==> config.mk <==
export PLATFORM = sky130hd
export DESIGN_NAME = tower_unpack_flat
export DESIGN_NICKNAME = d
export VERILOG_FILES = /design/src/rtl/tower_unpack_if.sv /design/src/rtl/tower_unpack.sv /design/src/flat_wrapper.sv
export SDC_FILE = /design/constraint.sdc
export NUM_CORES = 1
export LEC_CHECK = 0
export ABC_AREA = 1
export CAP_MARGIN = 20
export CELL_PAD_IN_SITES_DETAIL_PLACEMENT = 0
export CELL_PAD_IN_SITES_GLOBAL_PLACEMENT = 1
export CORE_MARGIN = 3
export CORE_UTILIZATION = 38
export DETAILED_ROUTE_END_ITERATION = 8
export PLACE_DENSITY = 0.89
export SETUP_SLACK_MARGIN = 0.15
export SYNTH_ARGS = -nofsm -noshare
export SYNTH_HDL_FRONTEND = slang
export SYNTH_SLANG_ARGS = --single-unit
==> constraint.sdc <==
create_clock -name clk -period 2.47 [get_ports clk]
set_clock_uncertainty 0.05 [all_clocks]
set_input_delay 0.6175 -clock clk [delete_from_list [all_inputs] [get_ports clk]]
set_output_delay 0.6175 -clock clk [all_outputs]
set_load 0.02 [all_outputs]
==> src/rtl/tower_unpack_if.sv <==
// Link-word and tower-record signal bundle for tower_unpack.
// master = link source plus record sink; slave = the unpacker itself.
interface tower_unpack_if #(
   parameter int FW = 10
);
   logic [31:0]   in_data;
   logic          in_valid;
   logic          in_ready;
   logic          tower_valid;
   logic          tower_ready;
   logic [FW-1:0] tower_et;
   logic [FW-1:0] tower_e;
   logic [FW-1:0] tower_eta;
   logic [FW-1:0] tower_phi;
   logic [FW-1:0] tower_index;
   logic [10:0]   numtowers;
   logic          frame_done;
   logic          err_tag;
   logic          err_count;
   logic          err_sum;
   logic          busy;

   modport master (
      output in_data, in_valid, tower_ready,
      input  in_ready, tower_valid, tower_et, tower_e, tower_eta, tower_phi,
             tower_index, numtowers, frame_done, err_tag, err_count, err_sum, busy
   );

   modport slave (
      input  in_data, in_valid, tower_ready,
      output in_ready, tower_valid, tower_et, tower_e, tower_eta, tower_phi,
             tower_index, numtowers, frame_done, err_tag, err_count, err_sum, busy
   );
endinterface

==> src/rtl/tower_unpack.sv <==
// Deserialises framed 32-bit link words (HDR, A/B pairs, TRL) into per-tower
// records, checking tags, header count and the trailer et checksum.
module tower_unpack #(
   parameter int MAX_TOWERS = 1024,
   parameter int FW         = 10
) (
   input logic           clk,
   input logic           rst,
   tower_unpack_if.slave bus
);

   typedef enum logic [2:0] {
      S_IDLE,
      S_WA,
      S_WB,
      S_TRL,
      S_RESYNC
   } state_e;

   localparam logic [1:0] TAG_TRL = 2'b00;
   localparam logic [1:0] TAG_HDR = 2'b01;
   localparam logic [1:0] TAG_A   = 2'b10;
   localparam logic [1:0] TAG_B   = 2'b11;

   state_e        state_q, state_d;
   logic [10:0]   numtowers_q, numtowers_d;
   logic [10:0]   idx_q, idx_d;
   logic [15:0]   acc_q, acc_d;
   logic [FW-1:0] a_et_q, a_et_d;
   logic [FW-1:0] a_e_q, a_e_d;
   logic [FW-1:0] a_eta_q, a_eta_d;
   logic [FW-1:0] out_et_q, out_et_d;
   logic [FW-1:0] out_e_q, out_e_d;
   logic [FW-1:0] out_eta_q, out_eta_d;
   logic [FW-1:0] out_phi_q, out_phi_d;
   logic [FW-1:0] out_idx_q, out_idx_d;
   logic          tower_valid_q, tower_valid_d;
   logic          frame_done_q, frame_done_d;
   logic          err_tag_q, err_tag_d;
   logic          err_count_q, err_count_d;
   logic          err_sum_q, err_sum_d;

   logic          in_ready;
   logic          busy;
   logic          xfer;
   logic [1:0]    tag;
   logic [10:0]   hdr_count;
   logic [10:0]   idx_inc;

   assign tag       = bus.in_data[31:30];
   assign hdr_count = bus.in_data[10:0];
   assign idx_inc   = idx_q + 11'd1;
   assign xfer      = bus.in_valid && in_ready;

   // NOTE: sequential state uses non-blocking assignments so every flop samples
   // the pre-edge values; the reset clears the whole datapath, not just state.
   always_ff @(posedge clk) begin
      if (rst) begin
         state_q       <= S_IDLE;
         numtowers_q   <= '0;
         idx_q         <= '0;
         acc_q         <= '0;
         a_et_q        <= '0;
         a_e_q         <= '0;
         a_eta_q       <= '0;
         out_et_q      <= '0;
         out_e_q       <= '0;
         out_eta_q     <= '0;
         out_phi_q     <= '0;
         out_idx_q     <= '0;
         tower_valid_q <= 1'b0;
         frame_done_q  <= 1'b0;
         err_tag_q     <= 1'b0;
         err_count_q   <= 1'b0;
         err_sum_q     <= 1'b0;
      end else begin
         state_q       <= state_d;
         numtowers_q   <= numtowers_d;
         idx_q         <= idx_d;
         acc_q         <= acc_d;
         a_et_q        <= a_et_d;
         a_e_q         <= a_e_d;
         a_eta_q       <= a_eta_d;
         out_et_q      <= out_et_d;
         out_e_q       <= out_e_d;
         out_eta_q     <= out_eta_d;
         out_phi_q     <= out_phi_d;
         out_idx_q     <= out_idx_d;
         tower_valid_q <= tower_valid_d;
         frame_done_q  <= frame_done_d;
         err_tag_q     <= err_tag_d;
         err_count_q   <= err_count_d;
         err_sum_q     <= err_sum_d;
      end
   end

   // NOTE: every variable gets a default before the case so no latch is inferred.
   always_comb begin
      state_d       = state_q;
      numtowers_d   = numtowers_q;
      idx_d         = idx_q;
      acc_d         = acc_q;
      a_et_d        = a_et_q;
      a_e_d         = a_e_q;
      a_eta_d       = a_eta_q;
      out_et_d      = out_et_q;
      out_e_d       = out_e_q;
      out_eta_d     = out_eta_q;
      out_phi_d     = out_phi_q;
      out_idx_d     = out_idx_q;
      tower_valid_d = tower_valid_q && !bus.tower_ready;
      frame_done_d  = 1'b0;
      err_tag_d     = 1'b0;
      err_count_d   = 1'b0;
      err_sum_d     = 1'b0;

      if (xfer) begin
         unique case (state_q)
            S_IDLE, S_RESYNC: begin
               // Both states treat a header identically; everything else is dropped.
               if (tag == TAG_HDR) begin
                  if (hdr_count > 11'(MAX_TOWERS)) begin
                     err_count_d = 1'b1;
                     state_d     = S_RESYNC;
                  end else begin
                     numtowers_d = hdr_count;
                     idx_d       = '0;
                     acc_d       = '0;
                     state_d     = (hdr_count == 11'd0) ? S_TRL : S_WA;
                  end
               end
            end
            S_WA: begin
               if (tag == TAG_A) begin
                  a_et_d  = bus.in_data[20 +: FW];
                  a_e_d   = bus.in_data[10 +: FW];
                  a_eta_d = bus.in_data[0 +: FW];
                  acc_d   = acc_q + 16'(bus.in_data[20 +: FW]);
                  state_d = S_WB;
               end else begin
                  err_tag_d = 1'b1;
                  state_d   = S_RESYNC;
               end
            end
            S_WB: begin
               if (tag == TAG_B) begin
                  out_et_d      = a_et_q;
                  out_e_d       = a_e_q;
                  out_eta_d     = a_eta_q;
                  out_phi_d     = bus.in_data[0 +: FW];
                  out_idx_d     = idx_q[FW-1:0];
                  tower_valid_d = 1'b1;
                  idx_d         = idx_inc;
                  state_d       = (idx_inc < numtowers_q) ? S_WA : S_TRL;
               end else begin
                  err_tag_d = 1'b1;
                  state_d   = S_RESYNC;
               end
            end
            S_TRL: begin
               if (tag == TAG_TRL) begin
                  frame_done_d = 1'b1;
                  err_sum_d    = (bus.in_data[15:0] != acc_q);
                  state_d      = S_IDLE;
               end else begin
                  err_tag_d = 1'b1;
                  state_d   = S_RESYNC;
               end
            end
            default: state_d = S_RESYNC;
         endcase
      end
   end

   // A B word may only land when the output slot is free or draining this cycle.
   always_comb begin
      in_ready = 1'b1;
      if (state_q == S_WB) begin
         in_ready = !tower_valid_q || bus.tower_ready;
      end
      busy = (state_q != S_IDLE);
   end

   assign bus.in_ready    = in_ready;
   assign bus.busy        = busy;
   assign bus.tower_valid = tower_valid_q;
   assign bus.tower_et    = out_et_q;
   assign bus.tower_e     = out_e_q;
   assign bus.tower_eta   = out_eta_q;
   assign bus.tower_phi   = out_phi_q;
   assign bus.tower_index = out_idx_q;
   assign bus.numtowers   = numtowers_q;
   assign bus.frame_done  = frame_done_q;
   assign bus.err_tag     = err_tag_q;
   assign bus.err_count   = err_count_q;
   assign bus.err_sum     = err_sum_q;

endmodule
==> src/flat_wrapper.sv <==
// flat-port wrapper written by rule: the top's interface ports become plain ports
module tower_unpack_flat 
#(
   parameter int MAX_TOWERS = 1024,
   parameter int FW         = 10
)
  (clk, rst, bus_in_data, bus_in_valid, bus_tower_ready, bus_in_ready, bus_tower_valid, bus_tower_et, bus_tower_e, bus_tower_eta, bus_tower_phi, bus_tower_index, bus_numtowers, bus_frame_done, bus_err_tag, bus_err_count, bus_err_sum, bus_busy);
  tower_unpack_if #(.FW(FW)) bus_i ();
  input logic clk;
  input logic rst;
  input wire logic [$bits(bus_i.in_data)-1:0] bus_in_data;
  input wire logic [$bits(bus_i.in_valid)-1:0] bus_in_valid;
  input wire logic [$bits(bus_i.tower_ready)-1:0] bus_tower_ready;
  output wire logic [$bits(bus_i.in_ready)-1:0] bus_in_ready;
  output wire logic [$bits(bus_i.tower_valid)-1:0] bus_tower_valid;
  output wire logic [$bits(bus_i.tower_et)-1:0] bus_tower_et;
  output wire logic [$bits(bus_i.tower_e)-1:0] bus_tower_e;
  output wire logic [$bits(bus_i.tower_eta)-1:0] bus_tower_eta;
  output wire logic [$bits(bus_i.tower_phi)-1:0] bus_tower_phi;
  output wire logic [$bits(bus_i.tower_index)-1:0] bus_tower_index;
  output wire logic [$bits(bus_i.numtowers)-1:0] bus_numtowers;
  output wire logic [$bits(bus_i.frame_done)-1:0] bus_frame_done;
  output wire logic [$bits(bus_i.err_tag)-1:0] bus_err_tag;
  output wire logic [$bits(bus_i.err_count)-1:0] bus_err_count;
  output wire logic [$bits(bus_i.err_sum)-1:0] bus_err_sum;
  output wire logic [$bits(bus_i.busy)-1:0] bus_busy;
  assign bus_i.in_data = bus_in_data;
  assign bus_i.in_valid = bus_in_valid;
  assign bus_i.tower_ready = bus_tower_ready;
  assign bus_in_ready = bus_i.in_ready;
  assign bus_tower_valid = bus_i.tower_valid;
  assign bus_tower_et = bus_i.tower_et;
  assign bus_tower_e = bus_i.tower_e;
  assign bus_tower_eta = bus_i.tower_eta;
  assign bus_tower_phi = bus_i.tower_phi;
  assign bus_tower_index = bus_i.tower_index;
  assign bus_numtowers = bus_i.numtowers;
  assign bus_frame_done = bus_i.frame_done;
  assign bus_err_tag = bus_i.err_tag;
  assign bus_err_count = bus_i.err_count;
  assign bus_err_sum = bus_i.err_sum;
  assign bus_busy = bus_i.busy;
  tower_unpack #(.MAX_TOWERS(MAX_TOWERS), .FW(FW)) u_core (.clk(clk), .rst(rst), .bus(bus_i));
endmodule
* Word level (Yosys, flattened, before mapping)
Index checks and enable logic that the tools add are counted.
** Cells by class
- $add $sub $neg :: 2
- Multiply operators :: 0
- Divide/modulo/power cells :: 0
- Order comparisons :: 2
- Equality and inequality tests :: 12
- Shift-type cells :: 0
- Multiplexer cells :: 26
- Bitwise logic cells :: 6
- Reduce and logical (&&, ||, !) cells :: 22
** Operators with widths (count)
- $mux W16 :: 3
- $mux W11 :: 3
- $pmux W16 S2 :: 1
- $pmux W11 S2 :: 1
- $add A16 B10 Y16 :: 1
- $ne A16 B16 Y1 :: 1
- $mux W3 :: 5
- $pmux W3 S4 :: 1
- $add A11 B1 Y11 const B :: 1
- $gt A11 B11 Y1 const B :: 1
- $logic_not A11 Y1 :: 1
- $lt A11 B11 Y1 :: 1
- $reduce_and A5 Y1 :: 2
- $mux W1 :: 9
- $reduce_or A4 Y1 :: 2
- $eq A3 B2 Y1 const B :: 2
- $ne A2 B1 Y1 const B :: 3
- $not A1 Y1 :: 6
- $reduce_and A3 Y1 :: 2
- $eq A2 B2 Y1 const B :: 2
- $mux W2 :: 2
- $reduce_and A4 Y1 :: 1
- $reduce_bool A2 Y1 :: 2
- $reduce_or A2 Y1 :: 2
- other kinds (13) :: 15
** Storage, ports and cells
- Flip-flop bits (word level) :: 126
- Latch bits :: 0
- Bits in writable memories :: 0
- Bits in read-only memories :: 0
- Input port bits :: 36
- Output and inout bits :: 68
- Logic and storage cells :: 87
- Memories :: 0

* Logic depth before layout (Yosys ltp)
Gate-level depths: netlist of the first run.
- Word-level depth :: 6
- Depth in mapped cells :: 17
- Mapped depth without buffers :: 17

* Least setup slack after synthesis of the first run
OpenSTA, ideal clock, no wires.
- Path kind :: reg2reg
- Start point :: reg u_core.idx_q[0]
- End point :: reg u_core.state_q[1]
- Library setup time :: 0.132 ns
- Data arrival time :: 1.992 ns
- Required time :: 2.288 ns
- Setup slack :: 0.295 ns
- Cell stages (with the launch flop) :: 15
- Period minus slack after synthesis :: 2.175 ns
- Path through :: dfxtp_1 > ha_1 > nand3_1 > nor3b_1 > nand3_1 > nand2_1 > inv_1 > ha_1 > a21oi_1 > o21a_1 > nand3_1 > nand2_1 > nand2_1 > nand2_1 > a21oi_1
** Between the ends
- Longest elaborated chain between the ends :: 5
** RTL lines
- start: declaration :: line tower_unpack.sv:27 : logic [10:0] idx_q, idx_d;
- start signal: assignment :: line tower_unpack.sv:79 : idx_q <= idx_d;
- $add A11 B1 Y11 :: line tower_unpack.sv:52 : assign idx_inc = idx_q + 11'd1;
- $lt A11 B11 Y1 :: line tower_unpack.sv:154 : state_d = (idx_inc < numtowers_q) ? S_WA : S_TRL;
- $mux W2 :: line tower_unpack.sv:154
- $mux W3 :: line tower_unpack.sv:146 : if (tag == TAG_B) begin
- $pmux W3 S4 :: line tower_unpack.sv:118 : unique case (state_q)
- end signal: assignment :: line tower_unpack.sv:77 : state_q <= state_d;
- end: declaration :: line tower_unpack.sv:25 : state_e state_q, state_d;
Every way passes these cells.
A chain may end at the register's enable or synchronous reset.

* Worst setup path after layout of the first run
- Start point :: in bus_tower_ready
- End point :: out bus_in_ready
** Between the ends
- Longest elaborated chain between the ends :: 2
** RTL lines
- start: declaration :: line flat_wrapper.sv:13 : input wire logic [$bits(bus_i.tower_ready)-1:0] bus_tower_ready;
- $logic_or A1 B1 Y1 :: line tower_unpack.sv:179 : in_ready = !tower_valid_q || bus.tower_ready;
- $mux W1 :: line tower_unpack.sv:178 : if (state_q == S_WB) begin
- end: declaration :: line flat_wrapper.sv:14 : output wire logic [$bits(bus_i.in_ready)-1:0] bus_in_ready;
Every way passes these cells.

==> impl_metrics.env, run 1 <==
export IMPL_cts_buffers=17
export IMPL_area_delta_synth_final_pct=34.8
export IMPL_setup_ws_ns=0.239
export IMPL_rsz0062_at_grt="true"
export IMPL_cp_num_buf_inv=2
export IMPL_synth_net_count=864
export IMPL_fmax_mhz=448
export IMPL_first_global_vias=5129
export IMPL_post_cts_buffers=0
export IMPL_ys_warn_count=0
export IMPL_setup_viol=0
export IMPL_synthCells=806
export IMPL_peakVddDrop_uv=463
export IMPL_cp_arrival_ns=1.56
export IMPL_grt_start_max_net_pins=68
export IMPL_cts_path_max_buffers=2
export IMPL_synth_area_sq_um=5800
export IMPL_grt_pass1_wl_mm=26.2
export IMPL_cp_top_family="buffers and inverters"
export IMPL_critPathMaxFanout=2
export IMPL_synth_distinct_cells=33
export IMPL_pwr_share_seq_pct=42.2
export IMPL_fp_dieW_um=130
export IMPL_p_int_w=0.00375
export IMPL_die_area_sq_um=16800
export IMPL_clock_sinks=126
export IMPL_reg2reg_setup_slack_ns=0.28
export IMPL_htreeDepth=4
export IMPL_reg2reg_depth=15
export IMPL_async_flop_share_pct=0
export IMPL_hold_path_class="reg -> reg"
export IMPL_final_antenna_net_count=0
export IMPL_clkTransAtPathRegs_ns=0.05
export IMPL_ys_ff_latch=126
export IMPL_min_period_ns=2.23
export IMPL_synth_top_flop_cell="dfxtp_1"
export IMPL_synth_commonest_cells="nand2_1, dfxtp_1, a21oi_1"
export IMPL_drv_slew=0
export IMPL_maxCapViolCount=0
export IMPL_synth_most_common_cell="nand2_1"
export IMPL_route_detailed_drc=0
export IMPL_avgRoutedWirePerCell_um=14.5
export IMPL_fill_cells=1440
export IMPL_via_per_inst=4.88
export IMPL_preCtsSetupSlack_ns=-0.0692
export IMPL_initial_core_util_pct=39.3
export IMPL_status="finished, final reports clean"
export IMPL_switching_share_pct=23.1
export IMPL_slew_headroom_pct=57.2
export IMPL_cp_required_ns=1.80
export IMPL_crit_path_end_kind="output pin"
export IMPL_yosysTopAreaCellShare_pct=43.5
export IMPL_ctsRootBufferMaster="clkbuf_16"
export IMPL_overflow=0
export IMPL_combPwrFrac_pct=6.3
export IMPL_power_density_nw_per_um2=624
export IMPL_coreArea_sq_um=14800
export IMPL_hold_depth=2
export IMPL_power_switching_w=0.00112
export IMPL_fp_dieH_um=130
export IMPL_rows=44
export IMPL_wirelength_mm=16.3
export IMPL_finalCritPeriodShare_pct=90.3
export IMPL_utilization_pct=53.0
export IMPL_r2r_end="u_core.state_q[1]"
export IMPL_synth_edf_count=0
export IMPL_vias=5495
export IMPL_antenna_found_initial=0
export IMPL_synth_seq_area_share_pct=43.5
export IMPL_rr_startpoint="u_core.idx_q[1]"
export IMPL_max_stage_delay_ns=0.41
export IMPL_dp_hpwl_mm=11.6
export IMPL_cpMaxStageDelayCell="clkdlybuf4s50_1"
export IMPL_grtUsageTotal_pct=20.0
export IMPL_final_hold_viol_count=0
export IMPL_gp_congestion=0.889
export IMPL_hold_end="u_core.bus.tower_eta[1]"
export IMPL_yosysTopAreaCell="dfxtp_1"
export IMPL_crit_cells=4
export IMPL_drtPass1Iterations=4
export IMPL_n_antenna_cell=0
export IMPL_critical_path_class="in -> out"
export IMPL_worst_pin_slew_ns=0.641
export IMPL_power_leakage_nw=3.18
export IMPL_netlist_top_cells_area="dfxtp_1, nand2_1, a21oi_1"
export IMPL_port_buffers=103
export IMPL_clk_latency_ns=0.41
export IMPL_syn_area_per_cell_sq_um=7.19
export IMPL_nNetsFinal=987
export IMPL_cts_tree="built"
export IMPL_io_pins=104
export IMPL_drt_iter0_drc=421
export IMPL_min_from="u_core.a_eta_q[1]"
export IMPL_power_frac_clock_pct=51.5
export IMPL_cp_start_kind="input pin"
export IMPL_drive_gt1_share_pct=9.77
export IMPL_path_cells="clkdlybuf4s50_1 > nor2_2 > nand2_2 > dlygate4sd2_1"
==> metrics by stage <==
stage	std cells	hold slack (ns)	power (W)	TNS, ns	instance area [sq um]
after CTS	1126	0.409	0.00491	0	7800
after global routing	1126	0.430	0.00504	0	7810
after global placement	1094	0.395	0.00241	-0.107	7190
after detailed placement	1094	0.399	0.00241	-0.462	7190
final	1126	0.406	0.00488	0	7810
after floorplan	806	0.387	0.00224	0	5800
==> cells by family after synthesis <==
group           after synthesis  synth area share, %
simple gates                358                 25.6
fa+ha+maj                    22                 4.88
buf+inv                     103                 7.34
flops                       126                 43.5
xor+xnor                     20                 3.02
compound gates              177                 15.7
==> tightest hold or removal path, delay by kind of cell, from the launching register on <==
| kind | cells | cell delay, ns |
|---|---|---|
| AO/OA/AOI/OAI | 1 | 0.05 |
| flip-flops | 1 | 0.30 |
| AND/OR/NAND/NOR | 1 | 0.06 |
==> how the worst max path moves through the flow <==
stage                            startpoint                end  slack, ns
after global routing        u_core.idx_q[4]  u_core.state_q[1]       0.10
after floorplan             u_core.idx_q[0]  u_core.state_q[1]       0.30
final                       bus_tower_ready       bus_in_ready       0.24
after CTS                 u_core.state_q[2]           bus_busy       0.17
after detailed placement    bus_in_data[20]    u_core.acc_q[6]      -0.07
after global placement      bus_in_data[20]    u_core.acc_q[6]      -0.05
==> layout by cell type (no fill, tap or decap), drive strengths merged, types with 3 or more instances in the layout <==
cell type and instances:
clkinv 5, nand2 211, or2 7, xnor2 13
a21oi 110, o21ai 59, xor2 7, inv 68
clkbuf 20, nor3 9, clkinvlp 4, nand3b 3
nor2 88, dfxtp 126, clkdlybuf4s50 100, nand3 34
buf 38, ha 21, nand4 4
==> layer usage <==
| metal | share of wire, % | routed length [um] | vias up | GRT usage [%] |
|---|---|---|---|---|
| met4 | 2.2 | 359 | 0 | 7.40 |
| li1 | - | - | 2861 | - |
| met3 | 4.5 | 732 | 24 | 3.59 |
| met2 | 45 | 7320 | 128 | 31.5 |
| met1 | 49 | 7930 | 2482 | 27.6 |
| met5 | 0 | 0 | - | 0 |
==> repair_timing <==
action                     CTS  global route
gates resized for setup      3             4
hold endpoints to repair     0             0
hold buffers                 0             0
setup endpoints to repair    2             3
==> power groups by stage <==
stage / Clock (W) / Sequential, W / Combinational (W)
after floorplan: 0 / 0.00211 / 0.000136
after global placement: 0 / 0.00210 / 0.000305
after detailed placement: 0 / 0.00210 / 0.000306
after CTS: 0.00255 / 0.00206 / 0.000307
after global routing: 0.00265 / 0.00206 / 0.000335
final: 0.00251 / 0.00206 / 0.000306
==> sequential cells by signal, indices dropped and copies added, names as in the netlist, 10 cells and up <==
register / cells
u_core.bus.tower_et: 10
u_core.bus.tower_e: 10
u_core.bus.tower_index: 10
u_core.a_eta_q: 10
u_core.a_e_q: 10
u_core.idx_q: 11
u_core.bus.numtowers: 11
u_core.acc_q: 16
u_core.bus.tower_phi: 10
u_core.bus.tower_eta: 10
u_core.a_et_q: 10
==> area by class of cell <==
type / count / area (sq um) / area share, %
clock buffer: 20 / 467 / 5.97
clock inverter: 12 / 135 / 1.73
sequential: 126 / 2520 / 32.3
multi-input combinational: 577 / 2860 / 36.6
inverter: 67 / 251 / 3.22
timing repair buffer: 140 / 1340 / 17.2
tap: 184 / 230 / 2.95
Note: power is estimated with default switching activity, not from simulation.
==> run 2, diff against run 1 <==
CELL_PAD_IN_SITES_DETAIL_PLACEMENT = 2   (was 0)
CELL_PAD_IN_SITES_GLOBAL_PLACEMENT = 2   (was 1)
CORE_UTILIZATION = 29   (was 38)
PLACE_DENSITY = 0.88   (was 0.89)
==> impl_metrics.env, run 2 (synthesized netlist as in run 1, its figures left out) <==
export IMPL_status="finished, final reports clean"
export IMPL_fp_dieW_um=147
export IMPL_max_stage_delay_ns=0.44
export IMPL_crit_path_end_kind="register"
export IMPL_grt_start_max_net_pins=68
export IMPL_cp_num_buf_inv=1
export IMPL_critPathMaxFanout=3
export IMPL_dp_cells=1190
export IMPL_finalCritPeriodShare_pct=94.8
export IMPL_clk_latency_ns=0.44
export IMPL_dp_hpwl_mm=16.6
export IMPL_cts_buffers=17
export IMPL_cpMaxStageDelayCell="clkdlybuf4s50_1"
export IMPL_route_detailed_drc=0
export IMPL_hold_path_class="reg -> reg"
export IMPL_power_leakage_nw=3.35
export IMPL_n_antenna_cell=0
export IMPL_grt_pass1_wl_mm=40.2
export IMPL_antenna_found_initial=0
export IMPL_min_period_ns=2.34
export IMPL_maxCapViolCount=0
export IMPL_cp_arrival_ns=2.61
export IMPL_ctsRootBufferMaster="clkbuf_16"
export IMPL_fill_cells=2206
export IMPL_peakVddDrop_uv=405
export IMPL_htreeDepth=4
export IMPL_rsz0062_at_grt="true"
export IMPL_final_hold_viol_count=0
export IMPL_final_cell_mix="nand2_1, dfxtp_1, a21oi_1, clkdlybuf4s50_1, nor2_1"
export IMPL_via_per_inst=5.10
export IMPL_io_pins=104
export IMPL_coreArea_sq_um=19500
export IMPL_port_buffers=103
export IMPL_drive_gt1_share_pct=14.5
export IMPL_final_antenna_net_count=0
export IMPL_grtUsageTotal_pct=23.9
export IMPL_power_density_nw_per_um2=634
export IMPL_fp_dieH_um=147
export IMPL_mostFrequentLayoutCell="nand2_1"
export IMPL_vias=6247
export IMPL_gp_congestion=0.845
export IMPL_clkTransAtPathRegs_ns=0.06
export IMPL_cp_required_ns=2.74
export IMPL_cts_path_max_buffers=2
export IMPL_tns_ns=0
export IMPL_slew_headroom_pct=63.9
export IMPL_initial_core_util_pct=29.7
export IMPL_largest_register_ffs=16
export IMPL_cts_tree="built"
export IMPL_rows=51
export IMPL_critical_path_class="in -> reg"
export IMPL_first_global_vias=6970
export IMPL_wirelength_mm=26.7
export IMPL_largest_register="u_core.acc_q"
export IMPL_fmax_mhz=427
export IMPL_cp_start_kind="input pin"
export IMPL_setup_viol=0
export IMPL_drv_slew=0
export IMPL_overflow=0
export IMPL_hold_slack_ns=0.410
export IMPL_setup_ws_ns=0.127
export IMPL_area_delta_synth_final_pct=43.5
export IMPL_drt_iter0_drc=354
export IMPL_cts_hold_buf=0
export IMPL_avgRoutedWirePerCell_um=21.8
export IMPL_final_cells=1225
export IMPL_path_cells="clkdlybuf4s50_1 > ha_1 > fa_1 > nand2_1 > nand2_1 > nand3_1 > nand2_1 > nand2_2 > a21oi_1 > a21oi_1 > nor2_1"
export IMPL_drtPass1Iterations=4
export IMPL_clock_sinks=126
export IMPL_worst_pin_slew_ns=0.541
export IMPL_cp_top_family="adder cells"
export IMPL_preCtsSetupSlack_ns=-0.227
export IMPL_die_area_sq_um=21700
export IMPL_nNetsFinal=1005
export IMPL_worst_path_most_repeated_cell="nand2_1"
==> run 2: cell count changes in the layout (fill, tap and decap cells not counted), sizes merged <==
| cell | previous run | this run |
|---|---|---|
| clkdlybuf4s50 | 100 | 99 |
| dlygate4sd2 | 1 | 2 |
| clkinvlp | 4 | 1 |
| buf | 38 | 56 |
| clkbuf | 20 | 22 |
| bufinv | 2 | 5 |
| inv | 68 | 66 |
==> run 2: what timing repair did <==
| item | CTS | global route |
|---|---|---|
| gates resized for setup | 23 | 26 |
| pin swaps | 4 | 10 |
| buffers inserted | 1 | 2 |
| setup endpoints to repair | 3 | 12 |
| cloned | 0 | 0 |
==> run 2: layer usage <==
| layer | wire length [um] | track usage [%] |
|---|---|---|
| met1 | 11100 | 28.0 |
| met2 | 13500 | 42.0 |
| met3 | 1090 | 5.12 |
| met4 | 967 | 10.6 |
| met5 | 0 | 0 |
==> run 2: cell type report <==
class | instances | area [sq um] | share of cell area (%)
inverter | 67 | 251 | 3.02
multi-input combinational | 577 | 3040 | 36.5
clock inverter | 10 | 185 | 2.23
tap | 265 | 332 | 3.99
timing repair buffer | 158 | 1510 | 18.2
sequential | 126 | 2530 | 30.5
clock buffer | 22 | 464 | 5.58
==> run 2: final timing paths <==
| path | start | endpoint | slack, ns | cells past startpoint |
|---|---|---|---|---|
| max reg2reg | u_core.idx_q[2] | u_core.state_q[1] | 0.15 | 15 |
| min | u_core.a_et_q[4] | u_core.bus.tower_et[4] | 0.41 | 2 |
| max | bus_in_data[20] | u_core.acc_q[14] | 0.13 | 11 |
| min reg2reg | u_core.a_et_q[4] | u_core.bus.tower_et[4] | 0.41 | 2 |
==> run 2: metrics by stage <==
stage	utilization [%]	total power, W	area, sq um
finish	42.6	0.00527	8320
global route	42.6	0.00543	8320
CTS	41.9	0.00527	8190
detailed placement	38.1	0.00244	7450
global placement	38.1	0.00242	7450
floorplan	-	0.00224	5800
==> run 2: worst register-to-register path, stage by stage (launching register included) <==
cell and delay (ns):
dfxtp_4 0.38, buf_4 0.14, nand3_2 0.13, nor2_4 0.12, nand3_1 0.12, xor2_1 0.17, inv_1 0.13, ha_4 0.30
nand2_1 0.08, nor2_4 0.12, nand3b_1 0.10, nand3_2 0.08, nand2_1 0.05, nand2_1 0.09, nand2_1 0.07, a21oi_2 0.13
==> run 2: where the power goes <==
part	internal, W	switching, W	leakage [nW]
Clock	0.00184	0.00101	0.314
Sequential	0.00204	0.0000144	1.02
Combinational	0.000149	0.000216	2.02
==> run 3, diff against run 2 <==
CTS_CLUSTER_DIAMETER = 120   (was default)
clock period = 2.2 ns   (was 2.47 ns; I/O delays follow)
==> impl_metrics.env, run 3 (synthesized netlist as in run 1, its figures left out) <==
export IMPL_slew_headroom_pct=60.7
export IMPL_grt_pass1_wl_mm=42.0
export IMPL_largest_register="u_core.acc_q"
export IMPL_route_detailed_drc=0
export IMPL_min_period_ns=2.42
export IMPL_final_cell_mix="nand2_1, dfxtp_1, a21oi_1, buf_4, nor2_1"
export IMPL_final_antenna_net_count=0
export IMPL_power_leakage_nw=3.96
export IMPL_crit_path_end_kind="register"
export IMPL_dp_hpwl_mm=17.3
export IMPL_fill_cells=2180
export IMPL_wirelength_mm=32.7
export IMPL_critPathMaxFanout=3
export IMPL_grt_start_max_net_pins=54
export IMPL_fp_dieH_um=147
export IMPL_setup_ws_ns=-0.225
export IMPL_power_density_nw_per_um2=681
export IMPL_port_buffers=103
export IMPL_cp_required_ns=2.48
export IMPL_violations="setup timing"
export IMPL_first_global_vias=7214
export IMPL_fmax_mhz=412
export IMPL_rr_startpoint="u_core.idx_q[1]"
export IMPL_gp_congestion=0.800
export IMPL_worst_pin_slew_ns=0.590
export IMPL_rsz0062_at_grt="true"
export IMPL_cts_buffers=17
export IMPL_status="complete, but fails checks"
export IMPL_multi_input_area_sq_um=3330
export IMPL_antenna_found_initial=0
export IMPL_nNetsFinal=1039
export IMPL_io_pins=104
export IMPL_finalInstanceArea_sq_um=8980
export IMPL_r2r_end="u_core.state_q[1]"
export IMPL_fp_dieW_um=147
export IMPL_utilization_pct=46.0
export IMPL_rows=51
export IMPL_hold_end="u_core.bus.tower_e[7]"
export IMPL_placed_area_sq_um=7610
export IMPL_cts_path_max_buffers=2
export IMPL_hold_path_class="reg -> reg"
export IMPL_largest_register_ffs=16
export IMPL_final_hold_viol_count=0
export IMPL_initial_core_util_pct=29.7
export IMPL_mostFrequentLayoutCell="nand2_1"
export IMPL_maxCapViolCount=0
export IMPL_drtPass1Iterations=5
export IMPL_cp_arrival_ns=2.70
export IMPL_reg2reg_depth=13
export IMPL_drv_slew=0
export IMPL_drt_iter0_drc=447
export IMPL_setup_viol=2
export IMPL_clkTransAtPathRegs_ns=0.07
export IMPL_drive_gt1_share_pct=23.2
export IMPL_power_w=0.00611
export IMPL_min_from="u_core.bus.tower_e[7]"
export IMPL_area_delta_synth_final_pct=54.9
export IMPL_reg2reg_setup_slack_ns=-0.22
export IMPL_clk_latency_ns=0.45
export IMPL_register_area_sq_um=2540
export IMPL_htreeDepth=4
export IMPL_hold_depth=2
export IMPL_coreArea_sq_um=19500
export IMPL_finalCritPeriodShare_pct=110
export IMPL_grtUsageTotal_pct=25.0
export IMPL_peakVddDrop_uv=595
export IMPL_cp_start_kind="register"
export IMPL_cts_hold_buf=0
export IMPL_via_per_inst=5.34
export IMPL_ctsRootBufferMaster="clkbuf_16"
export IMPL_cts_tree="built"
export IMPL_overflow=0
export IMPL_vias=6723
export IMPL_clock_sinks=126
export IMPL_preCtsSetupSlack_ns=-0.542
export IMPL_n_antenna_cell=0
export IMPL_tns_ns=-0.269
export IMPL_avgRoutedWirePerCell_um=25.9
export IMPL_critical_path_class="reg -> reg"
export IMPL_die_area_sq_um=21700
[run 3: area by class of cell]
type,instances,area share (%)
multi-input combinational,577,37.1
sequential,126,28.3
timing repair buffer,192,20.7
clock buffer,19,4.93
tap,265,3.69
inverter,67,2.86
clock inverter,13,2.37
[run 3: what timing repair did]
| item | CTS | global route |
|---|---|---|
| setup endpoints to repair | 44 | 98 |
| resized for setup | 66 | 91 |
| pin swaps | 8 | 31 |
| buffers inserted | 1 | 11 |
| cloned | 1 | 2 |
[run 3: worst max path at each step]
stage          slack, ns                end             from  cells after the start
3_5_place_dp       -0.54   u_core.acc_q[12]  bus_in_data[20]                     11
6_report           -0.22  u_core.state_q[1]  u_core.idx_q[1]                     13
4_1_cts            -0.08  u_core.state_q[1]  u_core.idx_q[1]                     15
3_3_place_gp       -0.30    u_core.acc_q[6]  bus_in_data[20]                     10
2_1_floorplan       0.18  u_core.state_q[1]  u_core.idx_q[0]                     14
5_1_grt            -0.30  u_core.state_q[1]  u_core.idx_q[0]                     15
[run 3: report_power, final]
| group | switching [W] | internal, W | leakage [nW] |
|---|---|---|---|
| logic | 0.000287 | 0.000204 | 2.63 |
| registers | 0.0000173 | 0.00229 | 1.02 |
| clock network | 0.00126 | 0.00205 | 0.310 |
[run 3: stage by stage]
stage	cells	hold slack, ns
finish	1259	0.418
CTS	1246	0.403
global route	1259	0.444
detailed placement	1212	0.404
floorplan	806	0.387
global placement	1212	0.397
[run 3: layer usage]
| layer | share of wire [%] | track usage [%] |
|---|---|---|
| met3 | 4.5 | 4.38 |
| met5 | 0 | 0 |
| met1 | 39 | 29.3 |
| met2 | 52 | 44.1 |
| met4 | 4.2 | 12.2 |
[run 3: worst max-delay path, cell delays in order, from the launching register on]
cell and delay (ns):
dfxtp_4 0.36, ha_4 0.17, buf_4 0.14, buf_4 0.14
xor2_1 0.26, ha_1 0.33, a21oi_1 0.20, nand2_1 0.10
nand3b_1 0.11, nand3_2 0.10, nand2_1 0.12, nand2_1 0.08
nand2_2 0.08, a21oi_2 0.06
